**src/rtl/uart_streamer_pkg.sv**
```systemverilog
// uart_streamer_pkg: shared states and defaults for the program streamer.
// Optional checksum stage guarded by UART_STREAMER_CKSUM_EN.
package uart_streamer_pkg;

  localparam logic [13:0] DEF_DATA_CSR_ADDR = 14'h0000;
  localparam logic [13:0] DEF_THRU_CSR_ADDR = 14'h0002;
  localparam logic [7:0]  DEF_TRAILER       = 8'hBA;

  typedef enum logic [3:0] {
    ST_IDLE,
    ST_THRU,
    ST_FETCH,
    ST_LATCH,
    ST_WRITE,
    ST_WAIT_TX,
    ST_GAP,
`ifdef UART_STREAMER_CKSUM_EN
    ST_CKSUM,
`endif
    ST_TRAIL,
    ST_FIN
  } st_e;

endpackage

```
**src/rtl/uart_streamer_gap_cnt.sv**
```systemverilog
// uart_streamer_gap_cnt: loadable down-counter, flags its last count.
// Used for inter-byte gaps; also usable as a tx timeout.
module uart_streamer_gap_cnt #(
  parameter int W = 8
) (
  input  logic         clk_i,
  input  logic         rst_i,
  input  logic         load_i,
  input  logic [W-1:0] load_val_i,
  input  logic         dec_i,
  output logic         last_o
);

  logic [W-1:0] cnt_q, cnt_d;

  // load wins over decrement; saturate at zero
  always_comb begin
    cnt_d = cnt_q;
    if (load_i) begin
      cnt_d = load_val_i;
    end else if (dec_i && cnt_q != '0) begin
      cnt_d = cnt_q - 1'b1;
    end
  end

  // count register
  always_ff @(posedge clk_i or posedge rst_i) begin
    if (rst_i) begin
      cnt_q <= '0;
    end else begin
      cnt_q <= cnt_d;
    end
  end

  assign last_o = (cnt_q <= W'(1));

endmodule

```
**src/rtl/uart_program_streamer.sv**
```systemverilog
// uart_program_streamer: streams a memory image into an op_uart CSR port.
// UART_STREAMER_CKSUM_EN adds a two's-complement checksum byte.
module uart_program_streamer
  import uart_streamer_pkg::*;
#(
  parameter int                 DEPTH         = 4096,
  parameter int                 AW            = $clog2(DEPTH),
  parameter int                 CSR_AW        = 14,
  parameter logic [CSR_AW-1:0]  DATA_CSR_ADDR = CSR_AW'(DEF_DATA_CSR_ADDR),
  parameter logic [CSR_AW-1:0]  THRU_CSR_ADDR = CSR_AW'(DEF_THRU_CSR_ADDR),
  parameter logic [7:0]         TRAILER       = DEF_TRAILER,
  parameter int                 GAP_CYCLES    = 0
) (
  input  logic              sys_clk,
  input  logic              sys_rst,
  input  logic              start,
  input  logic [AW:0]       len,
  input  logic              abort,
  output logic              mem_rd,
  output logic [AW-1:0]     mem_addr,
  input  logic [7:0]        mem_data,
  output logic [CSR_AW-1:0] csr_a,
  output logic              csr_we,
  output logic [31:0]       csr_di,
  input  logic              tx_irq,
  output logic              busy,
  output logic              done,
  output logic [AW:0]       byte_cnt
);

`ifdef UART_STREAMER_CKSUM_EN
  localparam st_e END_ST = ST_CKSUM;
`else
  localparam st_e END_ST = ST_TRAIL;
`endif

  st_e               state_q, state_d;
  logic [AW:0]       len_q, len_d;
  logic [AW:0]       idx_q, idx_d;
  logic [AW:0]       idx_inc;
  logic [CSR_AW-1:0] csr_a_q, csr_a_d;
  logic [31:0]       csr_di_q, csr_di_d;
  logic              sent_q, sent_d;
  logic              tail_st;
  logic              gap_load, gap_dec, gap_last;
`ifdef UART_STREAMER_CKSUM_EN
  logic [7:0]        cksum_q, cksum_d;
`endif

  assign idx_inc = idx_q + 1'b1;

`ifdef UART_STREAMER_CKSUM_EN
  assign tail_st = (state_q == ST_TRAIL) || (state_q == ST_CKSUM);
`else
  assign tail_st = (state_q == ST_TRAIL);
`endif

  assign gap_load = (state_q == ST_WAIT_TX) && tx_irq;
  assign gap_dec  = (state_q == ST_GAP);

  uart_streamer_gap_cnt #(
    .W (8)
  ) u_gap (
    .clk_i      (sys_clk),
    .rst_i      (sys_rst),
    .load_i     (gap_load),
    .load_val_i (8'(GAP_CYCLES)),
    .dec_i      (gap_dec),
    .last_o     (gap_last)
  );

  // state register
  always_ff @(posedge sys_clk or posedge sys_rst) begin
    if (sys_rst) begin
      state_q <= ST_IDLE;
    end else begin
      state_q <= state_d;
    end
  end

  // next-state logic; abort overrides every state
  always_comb begin
    state_d = state_q;
    unique case (state_q)
      ST_IDLE:  if (start) state_d = ST_THRU;
      ST_THRU:  state_d = (len_q == '0) ? END_ST : ST_FETCH;
      ST_FETCH: state_d = ST_LATCH;
      ST_LATCH: state_d = ST_WRITE;
      ST_WRITE: state_d = ST_WAIT_TX;
      ST_WAIT_TX: begin
        if (tx_irq) begin
          if (GAP_CYCLES > 0)      state_d = ST_GAP;
          else if (idx_inc < len_q) state_d = ST_FETCH;
          else                     state_d = END_ST;
        end
      end
      ST_GAP: begin
        if (gap_last) begin
          state_d = (idx_q < len_q) ? ST_FETCH : END_ST;
        end
      end
`ifdef UART_STREAMER_CKSUM_EN
      ST_CKSUM: if (sent_q && tx_irq) state_d = ST_TRAIL;
`endif
      ST_TRAIL: if (sent_q && tx_irq) state_d = ST_FIN;
      ST_FIN:   state_d = ST_IDLE;
      default:  state_d = ST_IDLE;
    endcase
    if (abort) state_d = ST_IDLE;
  end

  // outputs; csr_we is killed combinationally by abort
  always_comb begin
    csr_we = 1'b0;
    mem_rd = 1'b0;
    done   = 1'b0;
    busy   = (state_q != ST_IDLE) && (state_q != ST_FIN);
    unique case (state_q)
      ST_THRU, ST_WRITE: csr_we = !abort;
      ST_FETCH:          mem_rd = 1'b1;
      ST_FIN:            done   = 1'b1;
      default:           csr_we = tail_st && !sent_q && !abort;
    endcase
  end

  // datapath next values, loaded on state entry
  always_comb begin
    len_d    = len_q;
    idx_d    = idx_q;
    csr_a_d  = csr_a_q;
    csr_di_d = csr_di_q;
    sent_d   = tail_st && (state_d == state_q);
`ifdef UART_STREAMER_CKSUM_EN
    cksum_d  = cksum_q;
`endif
    if (state_d != state_q) begin
      unique case (state_d)
        ST_THRU: begin
          len_d    = len;
          idx_d    = '0;
          csr_a_d  = THRU_CSR_ADDR;
          csr_di_d = '0;
`ifdef UART_STREAMER_CKSUM_EN
          cksum_d  = '0;
`endif
        end
        ST_WRITE: begin
          csr_a_d  = DATA_CSR_ADDR;
          csr_di_d = {24'h0, mem_data};
`ifdef UART_STREAMER_CKSUM_EN
          cksum_d  = cksum_q + mem_data;
`endif
        end
`ifdef UART_STREAMER_CKSUM_EN
        ST_CKSUM: begin
          csr_a_d  = DATA_CSR_ADDR;
          csr_di_d = {24'h0, 8'h00 - cksum_q};
        end
`endif
        ST_TRAIL: begin
          csr_a_d  = DATA_CSR_ADDR;
          csr_di_d = {24'h0, TRAILER};
        end
        default: ;
      endcase
    end
    if (state_q == ST_WAIT_TX && tx_irq && state_d != ST_IDLE) begin
      idx_d = idx_inc;
    end
  end

  // datapath registers
  always_ff @(posedge sys_clk or posedge sys_rst) begin
    if (sys_rst) begin
      len_q    <= '0;
      idx_q    <= '0;
      csr_a_q  <= '0;
      csr_di_q <= '0;
      sent_q   <= 1'b0;
`ifdef UART_STREAMER_CKSUM_EN
      cksum_q  <= '0;
`endif
    end else begin
      len_q    <= len_d;
      idx_q    <= idx_d;
      csr_a_q  <= csr_a_d;
      csr_di_q <= csr_di_d;
      sent_q   <= sent_d;
`ifdef UART_STREAMER_CKSUM_EN
      cksum_q  <= cksum_d;
`endif
    end
  end

  assign mem_addr = idx_q[AW-1:0];
  assign byte_cnt = idx_q;
  assign csr_a    = csr_a_q;
  assign csr_di   = csr_di_q;

endmodule

```
**config.mk**
```make
export PLATFORM = sky130hd
export DESIGN_NAME = uart_program_streamer
export DESIGN_NICKNAME = d
export VERILOG_FILES = /design/src/rtl/uart_streamer_pkg.sv /design/src/rtl/uart_streamer_gap_cnt.sv /design/src/rtl/uart_program_streamer.sv
export SDC_FILE = /design/constraint.sdc
export NUM_CORES = 1
export LEC_CHECK = 0
export BUFFER_PORTS_ARGS = -buffer_cell sky130_fd_sc_hd__buf_2
export CAP_MARGIN = 20
export CORE_MARGIN = 1
export CORE_UTILIZATION = 49
export CTS_BUF_LIST = sky130_fd_sc_hd__clkbuf_8
export DETAILED_ROUTE_END_ITERATION = 6
export PLACE_DENSITY_LB_ADDON = 0.3
export SLEW_MARGIN = 25
export SYNTH_ARGS = -nofsm -noshare
export SYNTH_HDL_FRONTEND = slang
export SYNTH_HIERARCHICAL = 1
export SYNTH_SLANG_ARGS = --single-unit
```
**constraint.sdc**
```tcl
create_clock -name sys_clk -period 3.4 [get_ports sys_clk]
set_input_delay 0.34 -clock sys_clk [delete_from_list [all_inputs] [get_ports sys_clk]]
set_output_delay 0.34 -clock sys_clk [all_outputs]
set_load 0.05 [all_outputs]
```
==> results.md <==
- Total number of vias: 3199
- CP required: 3.66 ns
- Ant. Diodes: 0
- Post-synthesis compound-gate area fraction: 0.197
- DP HPWL: 6650 um
- Syn Inst Count: 423
- Worst Hold Path EP: len_q[0]
- First element of the critical path: byte_cnt[1]
- Seq/Total Area, Yosys: 0.331
- Worst R2R End: csr_di[5]
- Total grt overflow: 0
- Fillers: 633
- Router iterations before antenna repair: 4
- # setup viols final: 0
- Worst-margin pin slew: 0.829 ns
- Sink Count: 48
- CTS H-tree lvls: 2
- Worst Hold Class: in2reg
- WL per Instance: 14.9 um
- LEAKAGE: 2.09 nW
- Final ANT Viol Nets: 0
- Post-Synth XOR/XNOR Area: 0.0266
- Most frequent cells in the layout: buf_2, nand2_1, conb_1
- Largest net degree at the start of global routing: 30
- Initial DRC Count: 201
- CTS Root Cell: clkbuf_8
- Final Hold Viols: 0
- P&R area growth vs syn: 15.6%
- Post-Route WL: 8810 um
- Setup crit end kind: flip-flop
- R2R setup slack: 0.0006 ns
- CP Launch Type: flip-flop
- Post-route setup slack: 0.000641 ns
- Simple-gate share of the synthesized area: 0.203
- Max-slew violations: 0
- Clock buffer count from CTS: 5
- Starting density of the core: 0.519
- Antenna violations before repair: 0
- Die area: 7750 um2
- DRC errors left: 0
- CP Max Fanout: 6
- Minimum clock period: 3.40 ns
- RSZ-0062 raised after global routing: true
- Crit path kind: reg2reg
- Top cell type's share of synthesized area: 0.331
- Post-Synth Adder-Cell Area: 0.0966
- Die Y: 88.0 um
- Max Cap Viol: 0
- Clock Path Buffers: 2
- I/O pin cnt: 101
- Worst skew pair latency: 0.31 ns
- Most common cell after layout, fill and taps aside: buf_2
- RePlAce Congestion: 0.868
- Min-delay src: len[0]
- Setup Skew: 0.0101 ns
- Global-route wire length before repair: 14000 um
- Rows: 30
- Clk slew on worst S/H paths: 0.10 ns
- EDFF count, synth: 0
- Period utilisation layout: 1.00
- Max IR drop VDD: 224 uV
- Setup WS pre-CTS: -0.0320 ns
- Core area: 6980 um2
- R2r startpoint: byte_cnt[1]
- GRT Util Overall: 0.234
- Post-Syn Area per Cell: 8.57 um2
- Storage cell area: 1210 um2
- Synthesis-stage register bit count: 48
- Die width: 88.0 um
- Fin nets: 550
- Area contributors post-synth: dfrtp_1, buf_4, ha_1
- Port-buffer cells: 63
- Outcome: finished, final reports clean
- Max transition margin: 0.446
- Multiplexer area fraction after synthesis: 0
- Vias per cell: 5.39
- YS warnings: 6
- Largest family of logic cells by synthesized area: simple AND/OR/NAND/NOR gates
- Finished Core Util: 0.600
- Arrival @ worst endpoint: 3.66 ns
- Multi-input gate area: 2180 um2
- Post-synthesis instance area: 3630 um2
- Maximum clock frequency: 294 MHz
- PwrDens: 441 nW/um2
- Prevailing post-synth register cell: dfrtp_1
- Cell taking the most area after synthesis: dfrtp_1
- Worst Reg-to-Reg Cells: 13
- Asr flop ratio synth: 1.00
- Hold-critical path depth: 3
- Vias in the first global route: 2892
- CTS tree: built
- Layout cells sized above 1: 0.252
- Synth cell types: 61
==> kinds of logic after synthesis <==
family	Yosys count
compound gates	102
xor+xnor	11
fa+ha+maj	28
buf+inv	89
flops	48
other cells	1
simple gates	144
==> flip-flops by register name (all words and copies together), names as in the netlist <==
| name | cells |
|---|---|
| csr_di | 8 |
| len_q | 13 |
| u_gap/cnt_q | 8 |
| state_q | 4 |
| csr_a | 1 |
| byte_cnt | 13 |
| sent_q | 1 |
==> synth_stat cells, types with 2 or more instances <==
library cell and instances:
o221a_1 5, o31ai_1 3, a211oi_1 2, or3b_2 2, nand2b_1 5, nand2_1 46, nor3b_1 2, xor2_1 7
nor4_1 6, o21ai_0 34, o21ai_1 3, and3_1 10, clkbuf_1 8, a31oi_1 4, buf_2 5, o211ai_1 8
or4_1 4, and2_1 4, nand3_1 15, a21boi_1 2, a31o_1 2, a21o_1 3, or2_2 2, nor3_1 9
or3_1 2, nor2_1 25, a21oi_1 10, o2111ai_1 2, o21a_1 4, a21boi_0 2, o22ai_1 4, inv_1 25
o311ai_1 2, ha_1 28, buf_4 49, a2111o_1 2, xnor2_1 4, nor2b_1 3, dfrtp_1 48
==> stage by stage <==
stage               hold slack (ns)  instance area [um2]  TNS [ns]  cells  total power, W
CTS                           0.207                 4100         0    587         0.00185
global placement              0.320                 3980         0    578         0.00140
finish                        0.206                 4190         0    593         0.00185
floorplan                     0.156                 3860   -0.0657    467         0.00129
global route                  0.211                 4190    -0.910    593         0.00197
detailed placement            0.341                 3980    -0.127    578         0.00142
==> area by class of cell <==
cell class                      instances  share of cell area
Clock buffer                            5              0.0164
Multi-Input combinational cell        331               0.520
Timing Repair Buffer                   83               0.112
Sequential cell                        48               0.288
Clock inverter                          3              0.0102
Inverter                               27              0.0242
Tap cell                               96              0.0287
==> power by group <==
part	leakage [nW]	switching, W	internal [W]	total, W
Sequential	0.610	0.0000944	0.000673	0.000767
Clock	0.0541	0.000205	0.000218	0.000422
Combinational	1.43	0.000449	0.000211	0.000660
Total	2.09	0.000748	0.00110	0.00185
==> routing by layer <==
metal | vias to the layer above | GRT usage | share of wire
met4 | 0 | 0.0792 | 0.016
met2 | 89 | 0.393 | 0.50
met5 | - | 0 | 0
met3 | 15 | 0.0349 | 0.038
met1 | 1529 | 0.310 | 0.44
li1 | 1566 | - | -
==> worst max path at each step <==
stage	slack (ns)	endpoint	cells after the start
floorplan	-0.01	csr_di[1]	13
global placement	0.08	csr_di[1]	13
detailed placement	-0.03	csr_di[4]	13
CTS	0.005	csr_di[4]	13
global route	-0.12	csr_di[7]	13
finish	0.0006	csr_di[5]	13
==> worst max-delay path, stage by stage, from the launching register on <==
cell	delay, ns
dfrtp_2	0.46
ha_4	0.19
and3_4	0.18
and3_4	0.19
and3_4	0.19
xor2_1	0.14
ha_1	0.31
a21o_1	0.18
a21oi_2	0.15
buf_4	0.13
a31oi_4	0.09
or4b_4	0.55
a32oi_2	0.34
o221a_1	0.23
==> what timing repair did <==
item,CTS,global route
pin swaps,1,3
setup buffers,0,5
hold buffers,1,0
endpoints found under the hold margin,8,0
gates resized for setup,0,5
cloned,0,1
setup endpoints to repair,8,9
Power figures use the tool's default switching activity.
